[src/rtl/dmem_arbiter.sv]
// dmem_arbiter: sequences the single-port data memory between the MW-stage LSU and an aux (DMA/debug) port.
// Define DMEM_TIMEOUT_EN to add the mem_ack timeout (bus_err + 32'hDEADBEEF completion).
module dmem_arbiter #(
  parameter int MAX_LSU_STREAK = 4
`ifdef DMEM_TIMEOUT_EN
  , parameter int TIMEOUT_CYCLES = 255
`endif
) (
  input  logic        clk,
  input  logic        rst,
  input  logic        lsu_cs,
  input  logic        lsu_wr,
  input  logic [3:0]  lsu_mask,
  input  logic [31:0] lsu_addr,
  input  logic [31:0] lsu_wdata,
  output logic        Stall_MW,
  output logic        lsu_valid,
  output logic [31:0] lsu_rdata,
  input  logic        aux_req,
  input  logic        aux_we,
  input  logic [3:0]  aux_mask,
  input  logic [31:0] aux_addr,
  input  logic [31:0] aux_wdata,
  output logic        aux_gnt,
  output logic        aux_rvalid,
  output logic [31:0] aux_rdata,
  output logic        mem_req,
  output logic        mem_we,
  output logic [3:0]  mem_mask,
  output logic [31:0] mem_addr,
  output logic [31:0] mem_wdata,
  input  logic        mem_ack,
  input  logic [31:0] mem_rdata,
  output logic        bus_err
);

  localparam int SW = $clog2(MAX_LSU_STREAK + 1);

  typedef enum logic [2:0] {IDLE, LSU_BUSY, AUX_BUSY, LSU_DONE, AUX_DONE} state_e;

  state_e        state_q, state_d;
  logic [SW-1:0] streak_q, streak_d;
  logic          we_q, we_d;
  logic [3:0]    mask_q, mask_d;
  logic [31:0]   addr_q, addr_d;
  logic [31:0]   wdata_q, wdata_d;
  logic [31:0]   rdata_q, rdata_d;
  logic          lsuWin, auxWin;

`ifdef DMEM_TIMEOUT_EN
  localparam int TW = $clog2(TIMEOUT_CYCLES + 1);
  logic [TW-1:0] tmo_q, tmo_d;
  logic          err_q, err_d;
`endif

  // LSU keeps priority until it has taken MAX_LSU_STREAK grants in a row against a waiting aux
  assign lsuWin = (state_q == IDLE) && !lsu_cs &&
                  (!aux_req || (streak_q < SW'(MAX_LSU_STREAK)));
  assign auxWin = (state_q == IDLE) && aux_req && !lsuWin;

  always_comb begin
    state_d = state_q;
    we_d    = we_q;
    mask_d  = mask_q;
    addr_d  = addr_q;
    wdata_d = wdata_q;
    rdata_d = rdata_q;
`ifdef DMEM_TIMEOUT_EN
    tmo_d   = tmo_q;
    err_d   = err_q;
`endif
    case (state_q)
      IDLE: begin
        if (lsuWin) begin
          state_d = LSU_BUSY;
          we_d    = ~lsu_wr;
          mask_d  = lsu_mask;
          addr_d  = lsu_addr;
          wdata_d = lsu_wdata;
        end else if (auxWin) begin
          state_d = AUX_BUSY;
          we_d    = aux_we;
          mask_d  = aux_mask;
          addr_d  = aux_addr;
          wdata_d = aux_wdata;
        end
`ifdef DMEM_TIMEOUT_EN
        tmo_d = '0;
        err_d = 1'b0;
`endif
      end
      LSU_BUSY, AUX_BUSY: begin
        if (mem_ack) begin
          rdata_d = mem_rdata;
          state_d = (state_q == LSU_BUSY) ? LSU_DONE : AUX_DONE;
        end
`ifdef DMEM_TIMEOUT_EN
        else if (tmo_q == TW'(TIMEOUT_CYCLES - 1)) begin
          rdata_d = 32'hDEADBEEF;
          err_d   = 1'b1;
          state_d = (state_q == LSU_BUSY) ? LSU_DONE : AUX_DONE;
        end else begin
          tmo_d = tmo_q + 1'b1;
        end
`endif
      end
      default: state_d = IDLE;
    endcase
  end

  always_comb begin
    streak_d = streak_q;
    if (!aux_req || auxWin) begin
      streak_d = '0;
    end else if (lsuWin && (streak_q < SW'(MAX_LSU_STREAK))) begin
      streak_d = streak_q + 1'b1;
    end
  end

  always_ff @(posedge clk or negedge rst) begin
    if (!rst) begin
      state_q  <= IDLE;
      streak_q <= '0;
      we_q     <= 1'b0;
      mask_q   <= '0;
      addr_q   <= '0;
      wdata_q  <= '0;
      rdata_q  <= '0;
`ifdef DMEM_TIMEOUT_EN
      tmo_q    <= '0;
      err_q    <= 1'b0;
`endif
    end else begin
      state_q  <= state_d;
      streak_q <= streak_d;
      we_q     <= we_d;
      mask_q   <= mask_d;
      addr_q   <= addr_d;
      wdata_q  <= wdata_d;
      rdata_q  <= rdata_d;
`ifdef DMEM_TIMEOUT_EN
      tmo_q    <= tmo_d;
      err_q    <= err_d;
`endif
    end
  end

  // Combinational outputs are held low during reset so every output reads 0 while rst is asserted
  assign Stall_MW   = rst && !lsu_cs && (state_q != LSU_DONE);
  assign aux_gnt    = rst && auxWin;
  assign mem_req    = (state_q == LSU_BUSY) || (state_q == AUX_BUSY);
  assign mem_we     = we_q;
  assign mem_mask   = mask_q;
  assign mem_addr   = addr_q;
  assign mem_wdata  = wdata_q;
  assign lsu_valid  = (state_q == LSU_DONE);
  assign lsu_rdata  = lsu_valid ? rdata_q : '0;
  assign aux_rvalid = (state_q == AUX_DONE);
  assign aux_rdata  = aux_rvalid ? rdata_q : '0;

`ifdef DMEM_TIMEOUT_EN
  assign bus_err = err_q && (lsu_valid || aux_rvalid);
`else
  assign bus_err = 1'b0;
`endif

endmodule

[config.mk]
export PLATFORM = sky130hd
export DESIGN_NAME = dmem_arbiter
export DESIGN_NICKNAME = d
export VERILOG_FILES = /design/src/rtl/dmem_arbiter.sv
export SDC_FILE = /design/constraint.sdc
export NUM_CORES = 1
export LEC_CHECK = 0
export ABC_AREA = 1
export ABC_CLOCK_PERIOD_IN_PS = 3100
export CAP_MARGIN = 20
export CORE_AREA = 2 2 123 125
export DETAILED_ROUTE_END_ITERATION = 16
export DIE_AREA = 0 0 125 127
export PLACE_DENSITY = 0.82
export SYNTH_ARGS = -nofsm -noshare
export SYNTH_HDL_FRONTEND = slang
export SYNTH_SLANG_ARGS = --single-unit
export TNS_END_PERCENT = 5
[constraint.sdc]
create_clock -name clk -period 3.1 [get_ports clk]
set_input_delay 0.31 -clock clk [delete_from_list [all_inputs] [get_ports clk]]
set_output_delay 0.31 -clock clk [all_outputs]
set_load 0.05 [all_outputs]
# After elaboration in Yosys (flattened, before gate mapping)
# Cells that the tools add are included.
op_classes:
  div_mod_pow: 0
  add_sub_neg: 1
  n_eq_ne: 7
  n_lt_le_gt_ge: 1
  bitwise: 1
  shifts: 0
  reduce_logical: 21
  mux: 17
  multipliers: 0
op_table:
  columns: ["cell", "n"]
  rows:
  - ["two-way mux 32 bit", 6]
  - ["two-way mux 3 bit", 6]
  - ["logical AND 1 bit", 8]
  - ["two-way mux 4 bit", 2]
  - ["== test 3 x 2 -> 1 bit (second input constant)", 2]
  - ["one-hot mux 3 bit (2 select lines)", 1]
  - ["AND reduction 2 bit", 3]
  - ["nonzero test 2 bit", 2]
  - ["adder 3 x 1 -> 3 bit (second input constant)", 1]
  - ["== test 3 x 1 -> 1 bit (second input constant)", 1]
  - ["== test 3 bit (second input constant)", 1]
  - ["logical NOT 1 bit", 3]
  - ["logical NOT 3 bit", 1]
  - ["logical OR 1 bit", 3]
  - ["< comparator 3 bit (second input constant)", 1]
  - ["inequality test 3 x 2 -> 1 bit (second input constant)", 1]
  - ["inequality test 3 bit (second input constant)", 1]
  - ["two-way mux 1 bit", 2]
  - ["inequality test 2 bit (second input constant)", 1]
  - ["OR reduction 2 bit", 1]
  - ["NOT 1 bit", 1]
totals:
  output_inout_bits: 139
  in_bits: 175
  register_bits: 107
  latchBits: 0
  word_cells: 55
  mem_bits_rw: 0
  memories: 0
  rom_bits: 0

# Longest topological paths before layout
# Gate-level depths: netlist of run 1.
depth:
  ltp_word: 8
  depth_mapped: 9
  ltp_nobuf: 7

# Worst setup path after synthesis of run 1
# OpenSTA, ideal clock, no wires.
synth_timing:
  kind: "reg2out"
  from: "register state_q[1]"
  to: "output port aux_rdata[10]"
  stages_incl_launch_ff: 5
  required_ns: 2.790
  arrival_ns: 2.809
  n_path_buf: 1
  path_slack_ns: -0.019
  path_cell_list: "dfrtp_1 nor3_1 inv_1 buf_6 nor2_1"
synth_between:
  elab_chain_cells: 2
synth_lines:
  columns: ["item", "line", "text"]
  rows:
  - ["from (decl)", "41", "state_e state_q, state_d;"]
  - ["from (signal assigned)", "134", "state_q <= state_d;"]
  - ["== test 3 bit", "158", "assign aux_rvalid = (state_q == AUX_DONE);"]
  - ["named net aux_rvalid", "25", "output logic aux_rvalid,"]
  - ["two-way mux 32 bit", "159", "assign aux_rdata = aux_rvalid ? rdata_q : '0;"]
  - ["to (decl)", "26", "output logic [31:0] aux_rdata,"]
# The timed path passes the listed nets, and every way through them passes these cells.

# Worst setup path after layout of run 1
layout_timing:
  from: "register state_q[1]"
  to: "output port aux_rdata[13]"
layout_between:
  elab_chain_cells: 2
layout_lines:
  columns: ["item", "line"]
  rows:
  - ["== test 3 bit", "158"]
  - ["two-way mux 32 bit", "159"]
# No other way between the ends.

==> flow_metrics.env, run 1 <==
export IMPL_status="completed"
export IMPL_synth_commonest_cells="351 x nand2_1, 202 x nor2_1, 110 x inv_1"
export IMPL_setup_viol=0
export IMPL_combPwrFrac_pct=61.0
export IMPL_finalHoldViolations=0
export IMPL_rsz0062_at_grt="false"
export IMPL_initial_utilization_pct=40.1
export IMPL_routed_via_density=4.47
export IMPL_grt_max_degree=71
export IMPL_drive_gt1_share_pct=3.00
export IMPL_worstSetupStartpoint="state_q[1]$_DFFE_PN0P_"
export IMPL_post_dp_cell_area_um2=8960
export IMPL_drv_slew=0
export IMPL_critPathKind="reg2out"
export IMPL_worstMarginPinSlew_ns=0.915
export IMPL_yosysTopAreaCell="dfrtp_1"
export IMPL_period_share_pct=91.1
export IMPL_ys_warn_count=0
export IMPL_area_delta_synth_final_pct=59.7
export IMPL_route_met2_wl_um=8530
export IMPL_std_cell_rows=44
export IMPL_fin_skew_ns=0.00679
export IMPL_grt_pass1_wl_um=28200
export IMPL_path_cells="nor3_2 > inv_1 > nor2_1 > clkdlybuf4s50_1"
export IMPL_endpoint_kind="output pin"
export IMPL_clock_latency_ns=0.35
export IMPL_synthesis_area_um2=5790
export IMPL_crit_fanout=32
export IMPL_pwr_share_seq_pct=26.9
export IMPL_netlist_area_leader_share_pct=46.3
export IMPL_crit_family="buffers and inverters"
export IMPL_cts_buffers=9
export IMPL_antenna_left=0
export IMPL_maxCapViolCount=0
export IMPL_cts_tree="done"
export IMPL_clock_root_buffer="clkbuf_16"
export IMPL_ys_flop_type="dfrtp_1"
export IMPL_start_kind="flop"
export IMPL_switching_share_pct=50.9
export IMPL_dieWidth_um=125
export IMPL_die_h_um=127
export IMPL_setup_tns_final_ns=0
export IMPL_final_cell_area_um2=9240
export IMPL_syn_inst=875
export IMPL_io_pins=314
export IMPL_p_leak_uw=0.00484
export IMPL_synth_seq_area_share_pct=46.3
export IMPL_hold_start="rdata_q[12]$_DFFE_PN0P_"
export IMPL_yosys_cell_types_count=21
export IMPL_worst_ir_drop_vdd_mv=0.538
export IMPL_place_gp_congestion=0.804
export IMPL_routed_wl_um=17200
export IMPL_via_count=6035
export IMPL_wl_met3_um=1380
export IMPL_fmax_mhz=354
export IMPL_dr_pass1_iters=4
export IMPL_fin_crit_ns=2.83
export IMPL_finalNetCount=1337
export IMPL_powerDensity_nw_per_um2=964
export IMPL_hold_ws_ns=0.473
export IMPL_yosysMostFrequentCell="nand2_1"
export IMPL_dp_hpwl_um=12700
export IMPL_antenna_found_initial=0
export IMPL_required_ns=2.79
export IMPL_port_buffers=312
export IMPL_cts_resized=0
export IMPL_synth_net_count=1051
export IMPL_grtUsageTotal_pct=21.9
export IMPL_ys_top_cells_by_area="dfrtp_1 46%, nand2_1 23%, nor2_1 13%"
export IMPL_cts_buffer_depth=2
export IMPL_clkSinkCount=107
export IMPL_drtIter0Drc=248
export IMPL_core_area_um2=14400
export IMPL_route_detailed_wl_per_inst_um=12.8
export IMPL_internal_power_uw=4370
export IMPL_cts_hold_buf=1
export IMPL_drc=0
export IMPL_avgSynthCellArea_um2=6.61
export IMPL_clkPwrFrac_pct=12.1
export IMPL_top_layer="met4"
export IMPL_postCtsSetupBuffers=0
export IMPL_num_antenna_cells=0
export IMPL_synth_edff_count=0
export IMPL_grt_pass1_vias=5644
export IMPL_slew_limit_headroom_pct=39.0
export IMPL_wirelength_met1_um=6880
export IMPL_die_area_um2=15900
export IMPL_cp_buffers_inverters=2
export IMPL_cp_data_arrival_time_ns=2.52
export IMPL_worstReg2RegStart="state_q[1]$_DFFE_PN0P_"
export IMPL_grt_ovfl_total=0
export IMPL_slowest_stage="clkdlybuf4s50_1"
export IMPL_postSynthRegisterBits=107
export IMPL_power_switching_uw=4530
export IMPL_postSynth_asyncResetShare_pct=100
export IMPL_cpPeakStageDelay_ns=0.83
export IMPL_hold_class="reg2reg"
export IMPL_final_util_pct=64.1
export IMPL_htreeDepth=3
export IMPL_path_clk_slew_ns=0.06
[flip-flops by register name, summed over array words and instances (netlist names)]
signal     cells
mem_addr      32
mem_wdata     32
rdata_q       32
mem_mask       4
state_q        3
streak_q       3
mem_we         1
[area by class of cell]
class / count / area [µm²]
clock inverter: 1 / 7.51
timing repair buffer: 321 / 3240
sequential: 107 / 2680
clock buffer: 15 / 268
inverter: 113 / 424
fill: 1274 / 5180
multi-input combinational: 609 / 2400
tap: 184 / 230
[tightest hold or removal path, cell delays in order, from the launching register on]
cell,delay [ns]
dfrtp_1,0.34
nand2_1,0.06
nand2_1,0.05
[power groups by stage]
stage                     Clock, µW  Combinational [µW]  Sequential, µW
after floorplan                   0                2240            3860
after global placement            0                5410            2390
after detailed placement          0                5490            2410
after CTS                      1100                5500            2400
after global routing           1170                5880            2480
final                          1070                5430            2400
[worst paths after layout]
check                                                to  cells past startpoint  slack (ns)
worst max-delay path                      aux_rdata[13]                      4        0.27
worst min-delay path            rdata_q[12]$_DFFE_PN0P_                      2        0.47
worst max register to register  rdata_q[26]$_DFFE_PN0P_                      8        1.32
worst min register to register  rdata_q[12]$_DFFE_PN0P_                      2        0.47
max in group asynchronous       rdata_q[17]$_DFFE_PN0P_                      3        1.29
min in group asynchronous            mem_we$_DFFE_PN0P_                      2        0.53
[layout by cell type, fill, tap and decap left out, drive strengths merged]
cell type      Yosys  final
conb               1      1
inv              113    113
nand2            356    356
a21oi              5      5
dfrtp            107    107
buf               37     11
clkdlybuf4s50      0    309
ha                 1      1
nor3               4      4
nand4              2      2
nand3             35     35
dlygate4sd3        0      1
nor2             204    204
clkinvlp           0      1
clkbuf             9     15
o21ai              1      1
[stage by stage]
step                      worst slack [ns]  power, µW  std cells
after floorplan                      0.512       6100        875
after global placement               0.696       7810       1333
after detailed placement             0.614       7900       1333
after CTS                            0.241       9000       1350
after global routing               0.00316       9530       1350
final                                0.275       8910       1350
[routing by layer]
metal | up-vias | track usage (%)
met2 | 241 | 37.5
met1 | 2663 | 26.5
met4 | 0 | 7.71
li1 | 3101 | -
met3 | 30 | 6.45
met5 | - | 0
[logic make-up after synthesis]
group,after synthesis,synth area share (%)
other,1,0.0648
buffers and inverters,159,12.4
flip-flops,107,46.3
adder cells (fa/ha/maj),1,0.216
AO/OA/AOI/OAI,6,0.519
AND/OR/NAND/NOR,601,40.5
Note: power is estimated with default switching activity, not from simulation.
==> run 2: changes to the inputs <==
Settings changed: CTS_CLUSTER_DIAMETER set to 50.
==> results of run 2 <==
Final layout, timing and power as in run 1 (identical DEF).
